### config.mk
export PLATFORM = sky130hd
export DESIGN_NAME = nco_poly
export DESIGN_NICKNAME = d
export VERILOG_FILES = /design/src/rtl/nco_poly.sv
export SDC_FILE = /design/constraint.sdc
export NUM_CORES = 1
export LEC_CHECK = 0
export CELL_PAD_IN_SITES_DETAIL_PLACEMENT = 2
export CELL_PAD_IN_SITES_GLOBAL_PLACEMENT = 2
export CORE_AREA = 2 2 143 201
export DETAILED_ROUTE_END_ITERATION = 6
export DIE_AREA = 0 0 145 203
export PLACE_DENSITY_LB_ADDON = 0.1
export RECOVER_POWER = 25
export SLEW_MARGIN = 25
export SYNTH_ARGS = -nofsm -noshare
export SYNTH_HDL_FRONTEND = slang
export SYNTH_SLANG_ARGS = --single-unit
### constraint.sdc
create_clock -name CLK -period 8.48 [get_ports CLK]
set_input_delay 1.272 -clock CLK [delete_from_list [all_inputs] [get_ports CLK]]
set_output_delay 1.272 -clock CLK [all_outputs]
set_load 0.01 [all_outputs]
### src/rtl/nco_poly.sv
// Time-multiplexed polyphonic NCO: issues one wavetable read per voice per frame and mixes velocity-scaled samples.
// Define NCO_POLY_SATURATE_EN for a saturating sum instead of the divide-by-voice-count mix.
module nco_poly #(
  parameter int VOICES = 4,
  parameter int PW     = 16,
  parameter int TW     = 8,
  parameter int SW     = 8,
  parameter int RD_LAT = 2
) (
  input  logic                       CLK,
  input  logic                       RST,
  input  logic                       CE,
  input  logic                       TRIG_SAMPLE,
  input  logic                       CFG_WE,
  input  logic [$clog2(VOICES)-1:0]  CFG_VOICE,
  input  logic [PW-1:0]              CFG_STEP,
  input  logic [6:0]                 CFG_VEL,
  input  logic                       CFG_GATE,
  output logic [TW-1:0]              PHASE_OUT,
  output logic [$clog2(VOICES)-1:0]  PHASE_VOICE,
  output logic                       PHASE_VALID,
  input  logic [SW-1:0]              SAMPLE_IN,
  output logic [SW-1:0]              MIX_OUT,
  output logic                       MIX_VALID,
  output logic                       BUSY,
  output logic                       OVERRUN
);
  localparam int VW = $clog2(VOICES);
  localparam int AW = SW + VW;
  localparam int DW = (RD_LAT > 1) ? $clog2(RD_LAT) : 1;

  typedef enum logic [1:0] {IDLE, ISSUE, DRAIN, DONE} state_t;

  state_t                     state;
  logic [VW-1:0]              vcnt;
  logic [DW-1:0]              dcnt;
  logic [VOICES-1:0][PW-1:0]  phase, step;
  logic [VOICES-1:0][6:0]     vel;
  logic [VOICES-1:0]          gate;
  logic [RD_LAT-1:0]          vld_pipe, gate_pipe;
  logic [RD_LAT-1:0][6:0]     vel_pipe;
  logic [AW-1:0]              acc, acc_next;
  logic [SW+6:0]              prod;
  logic [SW-1:0]              scaled, mix;
  logic                       issue;

  assign issue       = (state == ISSUE);
  assign PHASE_VOICE = vcnt;
  assign PHASE_OUT   = phase[vcnt][PW-1 -: TW];

  // Tail of the tag pipe lines up with the returning wavetable sample.
  assign prod     = {7'd0, SAMPLE_IN} * {{SW{1'b0}}, vel_pipe[RD_LAT-1]};
  assign scaled   = (vld_pipe[RD_LAT-1] && gate_pipe[RD_LAT-1]) ? SW'(prod >> 7) : '0;
  assign acc_next = acc + {{VW{1'b0}}, scaled};

`ifdef NCO_POLY_SATURATE_EN
  assign mix = (|acc_next[AW-1:SW]) ? {SW{1'b1}} : acc_next[SW-1:0];
`else
  assign mix = acc_next[AW-1:VW];
`endif

  always_ff @(posedge CLK or posedge RST) begin
    if (RST) begin
      state       <= IDLE;
      vcnt        <= '0;
      dcnt        <= '0;
      acc         <= '0;
      PHASE_VALID <= 1'b0;
      BUSY        <= 1'b0;
      MIX_VALID   <= 1'b0;
      MIX_OUT     <= '0;
      OVERRUN     <= 1'b0;
    end else if (CE) begin
      MIX_VALID <= 1'b0;
      acc       <= acc_next;
      if (TRIG_SAMPLE && BUSY) OVERRUN <= 1'b1;
      case (state)
        IDLE, DONE: begin
          if (TRIG_SAMPLE) begin
            state       <= ISSUE;
            vcnt        <= '0;
            acc         <= '0;
            PHASE_VALID <= 1'b1;
            BUSY        <= 1'b1;
          end else begin
            state <= IDLE;
          end
        end
        ISSUE: begin
          if (vcnt == VW'(VOICES-1)) begin
            state       <= DRAIN;
            dcnt        <= '0;
            PHASE_VALID <= 1'b0;
          end else begin
            vcnt <= vcnt + VW'(1);
          end
        end
        DRAIN: begin
          if (dcnt == DW'(RD_LAT-1)) begin
            state     <= DONE;
            BUSY      <= 1'b0;
            MIX_VALID <= 1'b1;
            MIX_OUT   <= mix;
          end else begin
            dcnt <= dcnt + DW'(1);
          end
        end
        default: state <= IDLE;
      endcase
    end
  end

  // Config write is ordered after the phase step so it wins on a same-cycle collision.
  always_ff @(posedge CLK or posedge RST) begin
    if (RST) begin
      phase <= '0;
      step  <= '0;
      vel   <= '0;
      gate  <= '0;
    end else if (CE) begin
      if (issue && gate[vcnt]) phase[vcnt] <= phase[vcnt] + step[vcnt];
      if (CFG_WE) begin
        step[CFG_VOICE] <= CFG_STEP;
        vel[CFG_VOICE]  <= CFG_VEL;
        gate[CFG_VOICE] <= CFG_GATE;
        if (CFG_GATE && !gate[CFG_VOICE]) phase[CFG_VOICE] <= '0;
      end
    end
  end

  always_ff @(posedge CLK or posedge RST) begin
    if (RST) begin
      vld_pipe  <= '0;
      gate_pipe <= '0;
      vel_pipe  <= '0;
    end else if (CE) begin
      vld_pipe[0]  <= issue;
      gate_pipe[0] <= gate[vcnt];
      vel_pipe[0]  <= vel[vcnt];
      for (int k = 1; k < RD_LAT; k++) begin
        vld_pipe[k]  <= vld_pipe[k-1];
        gate_pipe[k] <= gate_pipe[k-1];
        vel_pipe[k]  <= vel_pipe[k-1];
      end
    end
  end
endmodule
==> run_results.csv, run 1 <==
group,metric,value,unit
floorplan,core,27480,um^2
clocking,path_clk_slew,0.06,ns
floorplan,start_util,41.57,%
logic_synthesis,syn_nets,1047,
pwr,pwr-share-comb,51.4,%
placed_design,dpl.hpwl,20130,um
timing,min_period,6.746,ns
timing,fin_crit_sh,79.55,%
clocking,root_buffer,"clkbuf_16",
clocking,cts_tree,"done",
clocking,clockBufferDepth,3,
critical_path,cp_data_arrival_time,7.15,ns
pwr,switching_share,40.05,%
drt,ant_nets,0,
pwr,finalPower,5.001,mW
finish,syn_to_final_growth,14.65,%
clocking,h-tree-depth,1,
logic_synthesis,synth_top_area_cell,"dfrtp_1",
logic_synthesis,synth_xor_area_share,1.917,%
pwr,p_per_area,381.9,nW/um^2
critical_path,end_kind,"register",
grt,track_usage,21.11,%
logic_synthesis,synth-compound-area-share,10.21,%
finish,antennaDiodeCount,0,
timing,rsz0062_at_grt,"false",
logic_synthesis,avgSynthCellArea,12.44,um^2
critical_path,start_kind,"input pin",
logic_synthesis,yosysTopAreaCellShare,44.91,%
timing,setup_slack,1.734,ns
drt,viasPerCell,5.681,
finish,drive_gt1_share,20.69,%
clocking,numClockSinks,205,
floorplan,die_y,203,um
timing,slew_viol_final,177,
critical_path,crit_fanout,7,
pwr,p_sw,2.003,mW
logic_synthesis,ys_top_cells_by_area,"dfrtp_1 (45%), mux2_2 (11%), mux4_2 (7.9%)",
floorplan,row_count,72,
logic_synthesis,synthArstFlopShare,100.0,%
pwr,p_int,2.998,mW
drt,vias,7732,
logic_synthesis,synth_edf_count,0,
grt,grt_pass1_wl,49250,um
floorplan,dieArea,29440,um^2
placed_design,dpl_cell_area,12390,um^2
drt,drcViolationCount,0,
logic_synthesis,yosys_warnings,0,
timing,fin_setup_tns,0,ns
finish,final_nets,1105,
finish,stdcell_area,13100,um^2
logic_synthesis,syn_area,11420,um^2
logic_synthesis,yosysMostFrequentCell,"dfrtp_1",
timing,worst_pin_slew,4.963,ns
hold_path,hp-class,"register to register",
logic_synthesis,synth_top_family_by_area,"multiplexers",
drt,drt-wirelength-per-cell,21.84,um
drt,drt_wl_total,29720,um
clocking,cts_resized,0,
clocking,cts-buffers-inserted,23,
pwr,p_leak,5.855,nW
placed_design,portBuffers,60,
logic_synthesis,post_synth_most_frequent_cells,"dfrtp_1 (205), mux2_2 (114), nand2_1 (69)",
logic_synthesis,synth_cells,918,
logic_synthesis,synthMuxAreaShare,19.21,%
run_status,failed_checks,"capacitance limit, slew limit",
pwr,pwr-share-seq,29.6,%
critical_path,crit_type,"input pin to register",
logic_synthesis,synth_adder_area_share,11.83,%
critical_path,r2r_setup_slack,2.60,ns
drt,drt_iter0_markers,269,
run_status,status,"finished with violations",
logic_synthesis,ys_types,53,
logic_synthesis,synthFlopType,"dfrtp_1",
critical_path,required,8.88,ns
finish,final_core_util,47.66,%
pwr,ir_worst_vdd,0.1643,mV
grt,grt_overflow,0,
placed_design,globalplace.congestion,0.7647,
drt,dr.pass1.iters,6,
floorplan,die_w,145,um
grt,grt_max_degree,128,
logic_synthesis,synth_simple_gate_area_share,8.807,%
logic_synthesis,seq_area_frac_synth,44.91,%
placed_design,place_ws,1.144,ns
pwr,p_clk_share,19.0,%
run,drv_cap,2,
logic_synthesis,synth-seq-cells,205,
timing,hold_viol_final,0,
timing,clock.fmax,148.2,MHz
clocking,post-cts-setup-buffers,0,
grt,grt_pass1_vias,8912,
clocking,cts_hold_buf,0,
grt,antenna_found_initial,0,
timing,skew,0.01499,ns
timing,maxSlewHeadroom,-230.9,%
clocking,clock_latency,0.52,ns
floorplan,ios,61,
timing,setup_viol_count_final,0,
==> power groups by stage <==
| stage | combinational (mW) | clock, mW | sequential, mW |
|---|---|---|---|
| 5_1_grt | 2.93 | 1.01 | 1.52 |
| 3_3_place_gp | 2.54 | 0 | 1.47 |
| 6_report | 2.57 | 0.952 | 1.48 |
| 2_1_floorplan | 1.95 | 0 | 1.40 |
| 4_1_cts | 2.63 | 0.981 | 1.48 |
| 3_5_place_dp | 2.60 | 0 | 1.49 |
==> per-stage QoR <==
step | hold slack, ns | cells
global placement | 0.4493 | 1319
finish | 0.4630 | 1361
global route | 0.5111 | 1361
floorplan | 0.4446 | 918
detailed placement | 0.4533 | 1321
CTS | 0.4668 | 1361
==> logic make-up (layout without fill, tap and decap cells) <==
kind of cell	after synthesis	count (layout)
AOI/OAI and AO/OA	163	163
and+or+nand+nor	198	198
xor gates and xnor gates	25	25
buffers and inverters	82	155
muxes	155	155
DFF	205	205
adders and majority gates	90	90
==> final timing paths <==
path                       cells after the start                          to               startpoint
setup / recovery                              24          acc[8]$_DFFE_PP0P_             SAMPLE_IN[4]
hold / removal                                 1         OVERRUN$_DFFE_PP0P_      OVERRUN$_DFFE_PP0P_
setup reg to reg                              23          acc[8]$_DFFE_PP0P_  vel_pipe[8]$_DFFE_PP0P_
hold reg to reg                                1         OVERRUN$_DFFE_PP0P_      OVERRUN$_DFFE_PP0P_
max in group asynchronous                      2  PHASE_VOICE[1]$_DFFE_PP0P_                      RST
min in group asynchronous                      2      MIX_OUT[4]$_DFFE_PP0P_                      RST
==> layout by cell type, fill, tap and decap left out, types with 4 or more instances in the layout <==
cell type and count:
o21a_1 4, a21o_1 9, dfrtp_1 203, fa_1 30
a221o_1 5, clkbuf_16 23, and3_1 5, nor2_1 23
ha_1 60, inv_1 45, clkdlybuf4s50_1 58, nand3_1 13
o21ai_0 42, a22o_1 51, or3_1 5, mux2_2 114
nor2b_1 6, buf_4 7, nor3_1 11, o22ai_1 8
clkbuf_8 6, xor2_1 11, xnor2_1 14, a21oi_1 19
a31oi_1 5, clkbuf_1 10, nand2b_1 6, mux4_2 40
and2_1 46, nand2_1 69
==> cell type report <==
cell class,count,area (um^2)
clock buffers,38,691.9
clock inverters,2,16.27
fillers,2704,14380
inverters,45,168.9
multi-input cells,631,5942
flip-flops and latches,205,5132
well taps,370,462.9
repair buffers,70,680.7
==> flip-flops by register name, indices dropped and copies added, names as in the netlist, 2 cells and up <==
register,count
vld_pipe,2
gate,4
phase,64
acc,10
PHASE_VOICE,2
MIX_OUT,8
gate_pipe,2
step,64
vel,28
state,2
vel_pipe,14
==> worst max-delay path: stages <==
cell	delay, ns
clkdlybuf4s50_1	0.53
and2_1	0.24
fa_1	0.49
ha_1	0.30
inv_1	0.05
fa_1	0.44
fa_1	0.49
inv_1	0.04
ha_1	0.29
and4_1	0.18
a41oi_1	0.29
nand2_1	0.10
a21oi_1	0.23
xnor2_1	0.15
nor2_1	0.06
ha_1	0.22
fa_1	0.44
a21o_1	0.19
a21oi_1	0.24
nor2b_1	0.08
o21a_1	0.20
o41ai_2	0.33
nor2_1	0.08
o22a_1	0.23
==> metal layers <==
layer / GRT usage (%) / wire length, um / up-vias
li1: - / - / 3446
met1: 23.85 / 11340 / 4130
met2: 41.11 / 16860 / 102
met3: 2.247 / 662 / 54
met4: 7.143 / 858 / 0
met5: 0 / 0 / -
(Power assumes the default switching activity.)
==> run 2, diff against run 1 <==
--- a/config.mk
+++ b/config.mk
@@ -7,9 +7,9 @@
 export LEC_CHECK = 0
 export CELL_PAD_IN_SITES_DETAIL_PLACEMENT = 2
 export CELL_PAD_IN_SITES_GLOBAL_PLACEMENT = 2
-export CORE_AREA = 2 2 143 201
+export CORE_AREA = 2 2 150 211
 export DETAILED_ROUTE_END_ITERATION = 6
-export DIE_AREA = 0 0 145 203
+export DIE_AREA = 0 0 152 213
 export PLACE_DENSITY_LB_ADDON = 0.1
 export RECOVER_POWER = 25
 export SLEW_MARGIN = 25
==> constraint.sdc (replaced) <==
create_clock -name CLK -period 6.1 [get_ports CLK]
set_input_delay 0.915 -clock CLK [delete_from_list [all_inputs] [get_ports CLK]]
set_output_delay 0.915 -clock CLK [all_outputs]
set_load 0.01 [all_outputs]
==> run 2 against run 1 <==
  * The flow still finishes with violations (capacitance limit, slew limit)
  * Clock-buffer cell count decreased by 3
  * Sequential power up 41%
  * Die area up 10%
  * Sequential share of layout area fell by 1.2 points
  * Largest cell class unchanged
==> run_results.csv, run 2 (synthesis gave the netlist of run 1 again) <==
group,metric,value,unit
timing,fin_setup_tns,0,ns
clocking,cts_tree,"done",
clocking,root_buffer,"clkbuf_16",
critical_path,cp.depth,23,
floorplan,dieArea,32380,um^2
critical_path,ff2ff_path_depth,23,
floorplan,ios,61,
drt,drt-wirelength-per-cell,21.37,um
timing,min_period,5.763,ns
critical_path,max_stage_delay,0.51,ns
critical_path,crit_type,"input pin to register",
critical_path,path_cells,"clkdlybuf4s50_1 > and2_1 > fa_1 > fa_1 > fa_1 > inv_1 > fa_1 > inv_1 > ha_4 > nand3_1 > a21o_1 > buf_4 > nand2_4 > nor3_1 > nor3_1 > ha_1 > a21o_1 > a21oi_2 > nor2b_1 > o21a_1 > o41ai_4 > xor2_1 > o21ai_1",
grt,track_usage,19.37,%
floorplan,die_y,213,um
floorplan,row_count,76,
timing,skew,0.01585,ns
floorplan,core,30520,um^2
floorplan,start_util,37.42,%
grt,grt_max_degree,99,
clocking,path_clk_slew,0.06,ns
timing,setup_viol_count_final,0,
critical_path,crit_fanout,3,
grt,grtUsageMet3,2.375,%
placed_design,placedCellCount,1374,
drt,ant_nets,0,
timing,slew_viol_final,239,
drt,dr.pass1.iters,4,
drt,viasPerCell,5.460,
critical_path,r2r_setup_slack,0.56,ns
drt,drcViolationCount,0,
critical_path,cp_data_arrival_time,6.14,ns
grt,grt_pass1_wl,49850,um
clocking,numClockSinks,205,
finish,final_cell_mix,"dfrtp_1 (203), mux2_2 (114), nand2_1 (68), ha_1 (57), clkdlybuf4s50_1 (52)",
clocking,cts-buffers-inserted,23,
finish,stdcell_area,13510,um^2
drt,drt_iter0_markers,213,
placed_design,dpl_cell_area,12670,um^2
grt,gr-usage-met2,38.13,%
critical_path,cp-endpoint,"MIX_OUT[6]$_DFFE_PP0P_",
run_status,failed_checks,"capacitance limit, slew limit",
run_status,status,"finished with violations",
finish,drive_gt1_share,24.85,%
finish,final_nets,1139,
run,drv_cap,5,
placed_design,globalplace.congestion,0.7452,
clocking,cts_hold_buf,0,
clocking,h-tree-depth,1,
clocking,clock_latency,0.52,ns
hold_path,hp-class,"register to register",
placed_design,dpl.hpwl,21240,um
timing,maxSlewHeadroom,-70.40,%
clocking,post-cts-setup-buffers,0,
timing,hold_viol_final,0,
finish,final_common_cell,"dfrtp_1",
finish,final_core_util,44.25,%
critical_path,r2r_end,"MIX_OUT[6]$_DFFE_PP0P_",
drt,drt_wl_total,30260,um
drt,vias,7732,
grt,grt_use_met1,22.31,%
placed_design,portBuffers,60,
critical_path,reg2reg_from,"vel_pipe[8]$_DFFE_PP0P_",
clocking,clockBufferDepth,3,
critical_path,required,6.48,ns
grt,top_usage_layer,"met2",
grt,antenna_found_initial,1,
critical_path,path_common_cell,"fa_1",
critical_path,end_kind,"register",
timing,fin_crit_sh,94.47,%
pwr,p_leak,6.091,nW
timing,worst_pin_slew,2.556,ns
critical_path,crit_family,"adder cells",
grt,grt_pass1_vias,8887,
finish,reg.largest.list,"phase: 64 flops, step: 64 flops, vel: 28 flops",
critical_path,critPathBufInv,4,
timing,holdWs,0.4691,ns
timing,clock.fmax,173.5,MHz
critical_path,startpoint,"SAMPLE_IN[6]",
finish,stdcell_count,1416,
finish,syn_to_final_growth,18.25,%
pwr,ir_worst_vdd,0.2962,mV
finish,antennaDiodeCount,0,
pwr,p_per_area,545.0,nW/um^2
critical_path,crit_slowest_cell,"fa_1",
critical_path,start_kind,"input pin",
floorplan,die_w,152,um
grt,grt_overflow,0,
run 2: cell type report:
class                      count  area [um^2]
inverter                      45        170.2
clock buffer                  35        680.7
timing repair buffer         104        938.4
clock inverter                 6        65.06
multi-input combinational    631         6030
fill                        3062        17020
tap                          390        488.0
sequential                   205         5135
run 2: worst register-to-register path, cell delays in order, from the launching register on:
cell	delay (ns)
dfrtp_1	0.46
and2_1	0.20
fa_1	0.48
ha_1	0.28
inv_1	0.04
fa_1	0.45
fa_1	0.50
inv_1	0.05
ha_1	0.28
and4_1	0.19
a41oi_2	0.19
nand2_1	0.10
a21oi_2	0.17
xnor2_1	0.14
nor2_1	0.06
ha_2	0.20
fa_1	0.41
a21o_1	0.18
a21oi_2	0.14
nor2b_1	0.06
o21a_1	0.22
o41ai_4	0.35
xor2_1	0.19
o21ai_1	0.07
run 2: stage by stage:
stage	power, mW	setup slack, ns
floorplan	4.659	0.2731
global placement	5.827	-0.5772
detailed placement	5.937	-0.6609
CTS	7.413	0.01933
global route	8.052	-0.003664
finish	7.362	0.3374
run 2: how the worst min path moves through the flow:
| stage | start | endpoint | slack (ns) | cells past startpoint |
|---|---|---|---|---|
| final | OVERRUN$_DFFE_PP0P_ | OVERRUN$_DFFE_PP0P_ | 0.47 | 1 |
| after global routing | OVERRUN$_DFFE_PP0P_ | OVERRUN$_DFFE_PP0P_ | 0.49 | 1 |
| after CTS | OVERRUN$_DFFE_PP0P_ | OVERRUN$_DFFE_PP0P_ | 0.48 | 1 |
| after detailed placement | OVERRUN$_DFFE_PP0P_ | OVERRUN$_DFFE_PP0P_ | 0.46 | 1 |
| after global placement | OVERRUN$_DFFE_PP0P_ | OVERRUN$_DFFE_PP0P_ | 0.45 | 1 |
| after floorplan | phase[26]$_DFFE_PP0P_ | phase[26]$_DFFE_PP0P_ | 0.44 | 2 |
run 2: power by group:
part | internal, mW | leakage, nW | switching (mW) | total [mW]
logic | 1.89 | 3.13 | 2.00 | 3.89
clock network | 0.812 | 0.364 | 0.576 | 1.39
registers | 1.75 | 2.59 | 0.333 | 2.08
run 2: timing repair:
| item | CTS | global route |
|---|---|---|
| endpoints found under the setup margin | 4 | 10 |
| resized for setup | 5 | 21 |
| pin swaps | 0 | 13 |
run 2: metal layers:
| layer | share of wire (%) | wire length [um] | vias to the layer above |
|---|---|---|---|
| li1 | - | - | 3515 |
| met1 | 39 | 11870 | 4105 |
| met2 | 57 | 17100 | 72 |
| met3 | 2.5 | 746 | 38 |
| met4 | 1.8 | 534 | 2 |
| met5 | 0.026 | 8 | - |
==> run 3, diff against run 2 <==
--- a/config.mk
+++ b/config.mk
@@ -12,6 +12,7 @@
 export DIE_AREA = 0 0 152 213
 export PLACE_DENSITY_LB_ADDON = 0.1
 export RECOVER_POWER = 25
+export SKIP_CTS_REPAIR_TIMING = 1
 export SLEW_MARGIN = 25
 export SYNTH_ARGS = -nofsm -noshare
 export SYNTH_HDL_FRONTEND = slang
==> results of run 3 <==
Same layout as run 2: the final DEF is identical, and so are final timing and power.
Among the figures that moved: wire length of the first global-routing pass 49850 um -> 49800 um; via count of the first global-routing pass 8887 -> 8878; overall routing resource usage 19.37% -> 19.36%; met1 usage 22.31% -> 22.27%; met2 usage 38.13% -> 38.12%
